**config.mk**
```make
export PLATFORM = sky130hd
export DESIGN_NAME = load_store_unit_flat
export DESIGN_NICKNAME = d
export VERILOG_FILES = /design/src/rtl/load_store_unit_if.sv /design/src/rtl/load_store_unit.sv /design/src/flat_wrapper.sv
export SDC_FILE = /design/constraint.sdc
export NUM_CORES = 1
export LEC_CHECK = 0
export ABC_AREA = 1
export BUFFER_PORTS_ARGS = -buffer_cell sky130_fd_sc_hd__clkbuf_2
export CORE_MARGIN = 2
export CORE_UTILIZATION = 54
export DETAILED_ROUTE_END_ITERATION = 8
export PLACE_DENSITY = 0.86
export SLEW_MARGIN = 20
export SYNTH_ARGS = -nofsm -noshare
export SYNTH_HDL_FRONTEND = slang
export SYNTH_SLANG_ARGS = --single-unit
```
**constraint.sdc**
```tcl
create_clock -name clk -period 2.9 [get_ports clk]
set_input_delay 0.58 -clock clk [delete_from_list [all_inputs] [get_ports clk]]
set_output_delay 0.58 -clock clk [all_outputs]
set_load 0.02 [all_outputs]
```
**src/rtl/load_store_unit_if.sv**
```systemverilog
// Word-wide data-memory handshake between the load/store unit (master)
// and the data memory (slave).
interface load_store_unit_if;
    logic        mem_req;
    logic        mem_we;
    logic [31:0] mem_addr;
    logic [3:0]  mem_wstrb;
    logic [31:0] mem_wdata;
    logic        mem_gnt;
    logic        mem_rvalid;
    logic [31:0] mem_rdata;

    modport master (
        output mem_req, mem_we, mem_addr, mem_wstrb, mem_wdata,
        input  mem_gnt, mem_rvalid, mem_rdata
    );

    modport slave (
        input  mem_req, mem_we, mem_addr, mem_wstrb, mem_wdata,
        output mem_gnt, mem_rvalid, mem_rdata
    );
endinterface

```
**src/rtl/load_store_unit.sv**
```systemverilog
// RV32I memory-stage load/store unit: one access per request, lane steering
// for stores, alignment/extension for loads, stall while busy, timeout abort.
module load_store_unit #(
    parameter int unsigned TIMEOUT_CYCLES = 255
) (
    input  logic               clk,
    input  logic               rst_n,
    input  logic               req_valid,
    output logic               req_ready,
    input  logic               req_we,
    input  logic [2:0]         req_funct3,
    input  logic [31:0]        req_addr,
    input  logic [31:0]        req_wdata,
    output logic               stall,
    load_store_unit_if.master  dmem,
    output logic [31:0]        load_data,
    output logic               load_valid,
    output logic               store_done,
    output logic               err
);

    localparam logic [2:0] F3_B  = 3'b000;
    localparam logic [2:0] F3_H  = 3'b001;
    localparam logic [2:0] F3_W  = 3'b010;
    localparam logic [2:0] F3_BU = 3'b100;
    localparam logic [2:0] F3_HU = 3'b101;

    localparam logic [7:0] TIMEOUT_LAST = 8'(TIMEOUT_CYCLES - 1);

    typedef enum logic [1:0] {
        IDLE = 2'd0,
        REQ  = 2'd1,
        WAIT = 2'd2,
        DONE = 2'd3
    } state_t;

    state_t      state;
    logic        cap_we;
    logic [2:0]  cap_funct3;
    logic [1:0]  cap_off;
    logic [7:0]  tmo_cnt;

    logic        req_bad;
    logic [3:0]  st_wstrb;
    logic [31:0] st_wdata;
    logic [7:0]  ld_byte;
    logic [15:0] ld_half;
    logic [31:0] ld_ext;
    logic        tmo_expired;

    // Misaligned halves/words and encodings with no RV32I meaning are rejected
    // before touching memory; unsigned loads have no store counterpart.
    always_comb begin
        req_bad = 1'b1;
        case (req_funct3)
            F3_B:    req_bad = 1'b0;
            F3_H:    req_bad = req_addr[0];
            F3_W:    req_bad = |req_addr[1:0];
            F3_BU:   req_bad = req_we;
            F3_HU:   req_bad = req_we | req_addr[0];
            default: req_bad = 1'b1;
        endcase
    end

    always_comb begin
        st_wstrb = 4'b1111;
        st_wdata = req_wdata;
        case (req_funct3)
            F3_B: begin
                st_wstrb = 4'b0001 << req_addr[1:0];
                st_wdata = {4{req_wdata[7:0]}};
            end
            F3_H: begin
                st_wstrb = req_addr[1] ? 4'b1100 : 4'b0011;
                st_wdata = {2{req_wdata[15:0]}};
            end
            default: begin
                st_wstrb = 4'b1111;
                st_wdata = req_wdata;
            end
        endcase
    end

    always_comb begin
        ld_byte = dmem.mem_rdata[7:0];
        case (cap_off)
            2'd0: ld_byte = dmem.mem_rdata[7:0];
            2'd1: ld_byte = dmem.mem_rdata[15:8];
            2'd2: ld_byte = dmem.mem_rdata[23:16];
            2'd3: ld_byte = dmem.mem_rdata[31:24];
        endcase
        ld_half = cap_off[1] ? dmem.mem_rdata[31:16] : dmem.mem_rdata[15:0];
        case (cap_funct3)
            F3_B:    ld_ext = {{24{ld_byte[7]}}, ld_byte};
            F3_H:    ld_ext = {{16{ld_half[15]}}, ld_half};
            F3_BU:   ld_ext = {24'h000000, ld_byte};
            F3_HU:   ld_ext = {16'h0000, ld_half};
            default: ld_ext = dmem.mem_rdata;
        endcase
    end

    // The counter spans REQ and WAIT together; it is the budget for the whole access.
    assign tmo_expired = (tmo_cnt >= TIMEOUT_LAST);

    always_ff @(posedge clk or negedge rst_n) begin
        if (!rst_n) begin
            state          <= IDLE;
            req_ready      <= 1'b1;
            stall          <= 1'b0;
            dmem.mem_req   <= 1'b0;
            dmem.mem_we    <= 1'b0;
            dmem.mem_addr  <= 32'h0;
            dmem.mem_wstrb <= 4'h0;
            dmem.mem_wdata <= 32'h0;
            load_data      <= 32'h0;
            load_valid     <= 1'b0;
            store_done     <= 1'b0;
            err            <= 1'b0;
            cap_we         <= 1'b0;
            cap_funct3     <= 3'b000;
            cap_off        <= 2'b00;
            tmo_cnt        <= 8'h00;
        end else begin
            load_valid <= 1'b0;
            store_done <= 1'b0;
            err        <= 1'b0;
            case (state)
                IDLE: begin
                    if (req_valid) begin
                        cap_we     <= req_we;
                        cap_funct3 <= req_funct3;
                        cap_off    <= req_addr[1:0];
                        if (req_bad) begin
                            err <= 1'b1;
                        end else begin
                            state          <= REQ;
                            req_ready      <= 1'b0;
                            stall          <= 1'b1;
                            tmo_cnt        <= 8'h00;
                            dmem.mem_req   <= 1'b1;
                            dmem.mem_we    <= req_we;
                            dmem.mem_addr  <= {req_addr[31:2], 2'b00};
                            dmem.mem_wstrb <= req_we ? st_wstrb : 4'b0000;
                            dmem.mem_wdata <= req_we ? st_wdata : 32'h0;
                        end
                    end
                end
                REQ: begin
                    tmo_cnt <= tmo_cnt + 8'd1;
                    if (dmem.mem_gnt) begin
                        dmem.mem_req <= 1'b0;
                        if (cap_we) begin
                            state      <= DONE;
                            store_done <= 1'b1;
                        end else begin
                            state <= WAIT;
                        end
                    end else if (tmo_expired) begin
                        state        <= IDLE;
                        dmem.mem_req <= 1'b0;
                        req_ready    <= 1'b1;
                        stall        <= 1'b0;
                        err          <= 1'b1;
                    end
                end
                WAIT: begin
                    tmo_cnt <= tmo_cnt + 8'd1;
                    if (dmem.mem_rvalid) begin
                        state      <= DONE;
                        load_data  <= ld_ext;
                        load_valid <= 1'b1;
                    end else if (tmo_expired) begin
                        state     <= IDLE;
                        req_ready <= 1'b1;
                        stall     <= 1'b0;
                        err       <= 1'b1;
                    end
                end
                DONE: begin
                    state     <= IDLE;
                    req_ready <= 1'b1;
                    stall     <= 1'b0;
                end
                default: begin
                    state     <= IDLE;
                    req_ready <= 1'b1;
                    stall     <= 1'b0;
                end
            endcase
        end
    end

endmodule

```
**src/flat_wrapper.sv**
```systemverilog
// flat-port wrapper written by rule: the top's interface ports become plain ports
module load_store_unit_flat 
#(
    parameter int unsigned TIMEOUT_CYCLES = 255
)
  (clk, rst_n, req_valid, req_ready, req_we, req_funct3, req_addr, req_wdata, stall, load_data, load_valid, store_done, err, dmem_mem_req, dmem_mem_we, dmem_mem_addr, dmem_mem_wstrb, dmem_mem_wdata, dmem_mem_gnt, dmem_mem_rvalid, dmem_mem_rdata);
  load_store_unit_if dmem_i ();
  input  logic clk;
  input  logic rst_n;
  input  logic req_valid;
  output logic req_ready;
  input  logic req_we;
  input  logic [2:0] req_funct3;
  input  logic [31:0] req_addr;
  input  logic [31:0] req_wdata;
  output logic stall;
  output logic [31:0] load_data;
  output logic load_valid;
  output logic store_done;
  output logic err;
  output wire logic [$bits(dmem_i.mem_req)-1:0] dmem_mem_req;
  output wire logic [$bits(dmem_i.mem_we)-1:0] dmem_mem_we;
  output wire logic [$bits(dmem_i.mem_addr)-1:0] dmem_mem_addr;
  output wire logic [$bits(dmem_i.mem_wstrb)-1:0] dmem_mem_wstrb;
  output wire logic [$bits(dmem_i.mem_wdata)-1:0] dmem_mem_wdata;
  input wire logic [$bits(dmem_i.mem_gnt)-1:0] dmem_mem_gnt;
  input wire logic [$bits(dmem_i.mem_rvalid)-1:0] dmem_mem_rvalid;
  input wire logic [$bits(dmem_i.mem_rdata)-1:0] dmem_mem_rdata;
  assign dmem_mem_req = dmem_i.mem_req;
  assign dmem_mem_we = dmem_i.mem_we;
  assign dmem_mem_addr = dmem_i.mem_addr;
  assign dmem_mem_wstrb = dmem_i.mem_wstrb;
  assign dmem_mem_wdata = dmem_i.mem_wdata;
  assign dmem_i.mem_gnt = dmem_mem_gnt;
  assign dmem_i.mem_rvalid = dmem_mem_rvalid;
  assign dmem_i.mem_rdata = dmem_mem_rdata;
  load_store_unit #(.TIMEOUT_CYCLES(TIMEOUT_CYCLES)) u_core (.clk(clk), .rst_n(rst_n), .req_valid(req_valid), .req_ready(req_ready), .req_we(req_we), .req_funct3(req_funct3), .req_addr(req_addr), .req_wdata(req_wdata), .stall(stall), .dmem(dmem_i), .load_data(load_data), .load_valid(load_valid), .store_done(store_done), .err(err));
endmodule
```
==> flow_summary.yaml <==
routing:
  dr.pass1.iters: 5
  vias: 5787
  wl_per_cell_um: 14.9
  ant_nets: 0
  wl_mm: 16.3
  vias_per_cell: 5.29
  drtIter0Drc: 459
  drc: 0
timing:
  fin_crit_ns: 2.28
  setup_viol: 0
  tightest_slew_ns: 0.616
  hold_viol: 0
  rsz0062_at_grt: "no"
  fin_worst_skew_ns: 0.0117
  setup-tns-final_ns: 0
  maxSlewViolCount: 0
  max_slew_margin_pct: 58.9
  fin_crit_sh_pct: 78.7
  fmax_mhz: 438
placement:
  dpl.hpwl_mm: 11.7
  placed_cells: 1062
  port_buffers: 209
  place_congestion: 0.899
yosys:
  syn_inst: 737
  seq_area_frac_synth_pct: 51.2
  syn_area_per_cell_um2: 8.03
  ys_top_cells_by_area: "dfrtp_1, nand2_1, o21ai_0, inv_1, nand3_1"
  netlist_area_um2: 5920
  yosysTopAreaCell: "dfrtp_1"
  ys_types: 32
  yosysTopAreaCellShare_pct: 50.8
  synth-seq-cells: 121
  yosysWarnings: 0
clocking:
  cts_buffers: 17
  post_cts_buffers: 0
  cts_root_buf: "clkbuf_8"
  clk_pin_slew_worst_paths_ns: 0.06
  cts.path.max_buffers: 2
  cts-resized-gates: 0
  htreeDepth: 4
  hold_buffers: 1
  cts_tree: "done"
  clock_latency_ns: 0.51
  clock_sinks: 121
global_route:
  grt_pass1_wl_mm: 25.7
  grt_pass1_vias: 5434
  grt_overflow: 0
  grt_max_degree: 46
  grt_util_all_layers_pct: 27.9
  antenna_found_initial: 0
pwr:
  power_frac_comb_pct: 40.7
  sw_frac_of_total_pct: 42.6
  power_per_cell_area_nw_per_um2: 1130
  internal_power_w: 0.00497
  ir_worst_vdd_mv: 0.593
  clock_power_share_pct: 25.3
  p_sw_w: 0.00369
  power.leakage_nw: 4.23
  seqPwrFrac_pct: 33.9
final_layout:
  final_common_cell: "nand2_1"
  final_cell_mix: "nand2_1, clkbuf_2, dfrtp_1, o21ai_0, inv_1"
  layout.cells.non_filler: 1094
  drive_gt1_share_pct: 30.1
  nets: 1053
  diodes: 0
  areaGrowthSynthToFinish_pct: 29.3
min_path:
  min_path_type: "in -> reg"
  min-delay-start: "req_addr[28]"
  min_path_cells: 3
floorplanning:
  start_util_pct: 55.1
  num_rows: 38
  dieArea_um2: 11800
  core_area_um2: 10700
  num_io_pins: 212
  die_h_um: 109
  die_width_um: 109
flow_run:
  drv_cap: 0
run_status:
  status: "completed"
worst_setup_path:
  setup.worst_path.start: "u_core.state[1]$_DFFE_PN0P_"
  required_ns: 3.32
  timing.rr.start: "u_core.state[1]$_DFFE_PN0P_"
  rr_worst_depth: 8
  cp-start-kind: "register"
  endpoint_kind: "register"
  critPathKind: "reg -> reg"
  crit_fanout: 37
  worst_ep_arrival_time_ns: 2.70
[power groups by stage]
stage | Clock (W) | Sequential, W | Combinational [W]
6_report | 0.00219 | 0.00294 | 0.00353
5_1_grt | 0.00230 | 0.00302 | 0.00391
4_1_cts | 0.00222 | 0.00293 | 0.00355
3_5_place_dp | 0 | 0.00293 | 0.00353
3_3_place_gp | 0 | 0.00293 | 0.00343
2_1_floorplan | 0 | 0.00362 | 0.00162
[synth_stat cells]
master    number
a21oi_1       33
a31oi_1        1
buf_1          2
buf_2         12
buf_4          8
buf_6          4
clkbuf_1      10
clkinv_2       1
conb_1         1
dfrtp_1      120
dfstp_2        1
ha_1           6
inv_1         60
inv_2          3
nand2_1      270
nand2_2        3
nand2_4        1
nand3_1       45
nand3_2        2
nand3b_1       3
nand3b_2       1
nand4_1        7
nor2_1        15
nor2_2         2
nor2_4         2
o211ai_1      17
o21ai_0       63
o21ai_1       19
o21ai_2       10
o21bai_1       2
or2_2         11
xnor2_1        2
[metrics by stage]
| stage | hold slack (ns) | setup WS, ns | area (µm²) | utilization [%] | total power [W] |
|---|---|---|---|---|---|
| 3_3_place_gp | 0.461 | 0.774 | 7030 | 65.4 | 0.00635 |
| 4_1_cts | 0.244 | 0.624 | 7650 | 71.2 | 0.00870 |
| 6_report | 0.254 | 0.617 | 7650 | 71.2 | 0.00866 |
| 3_5_place_dp | 0.464 | 0.629 | 7030 | 65.4 | 0.00646 |
| 5_1_grt | 0.257 | 0.412 | 7650 | 71.2 | 0.00923 |
| 2_1_floorplan | 0.284 | 1.30 | 5920 | - | 0.00524 |
[area by class of cell]
class | count | area [µm²]
Clock buffer | 18 | 418
Clock inverter | 13 | 194
Fill cell | 865 | 3100
Inverter | 64 | 241
Multi-Input combinational cell | 517 | 2440
Sequential cell | 121 | 3030
Tap cell | 140 | 175
Timing Repair Buffer | 221 | 1150
[flip-flops by register name, summed over array words and instances, names as in the netlist, 2 cells and up]
signal,count
u_core.load_data,32
u_core.state,2
u_core.dmem.mem_wdata,32
u_core.dmem.mem_wstrb,4
u_core.tmo_cnt,8
u_core.dmem.mem_addr,30
u_core.cap_off,2
u_core.cap_funct3,3
[worst paths after layout]
path | endpoint | slack (ns)
worst max register to register | u_core.dmem.mem_wdata[0]$_DFFE_PN0P_ | 0.62
min in group asynchronous | u_core.dmem.mem_wdata[8]$_DFFE_PN0P_ | 0.50
worst max-delay path | u_core.dmem.mem_wdata[0]$_DFFE_PN0P_ | 0.62
max in group asynchronous | u_core.dmem.mem_addr[8]$_DFFE_PN0P_ | 1.73
worst min register to register | u_core.req_ready$_DFFE_PN1P_ | 0.47
worst min-delay path | u_core.dmem.mem_addr[28]$_DFFE_PN0P_ | 0.25
[logic make-up (layout without fill, tap and decap cells)]
group | count (synthesis) | in the layout | synth area share (%)
fa+ha+maj | 6 | 6 | 1.27
simple gates | 362 | 362 | 25.8
xor+xnor | 2 | 2 | 0.296
buf+inv | 100 | 316 | 7.64
other cells | 1 | 2 | 0.0634
flops | 121 | 121 | 51.2
compound gates | 145 | 145 | 13.7
[critical path, cell delays in order, from the launching register on]
cell	delay (ns)
dfrtp_1	0.41
inv_1	0.11
ha_1	0.29
nand2_2	0.15
clkinv_2	0.12
nand3_2	0.36
inv_2	0.20
nand2_4	0.26
o21ai_0	0.28
[routing by layer]
metal | share of wire, % | global-route usage [%] | up-vias
met1 | 40 | 34.8 | 2703
met5 | 0 | 0 | -
met4 | 2.3 | 11.5 | 0
met3 | 7.6 | 6.34 | 31
li1 | - | - | 2788
met2 | 50 | 47.1 | 265
No activity file was read; power rests on OpenSTA's default activity.
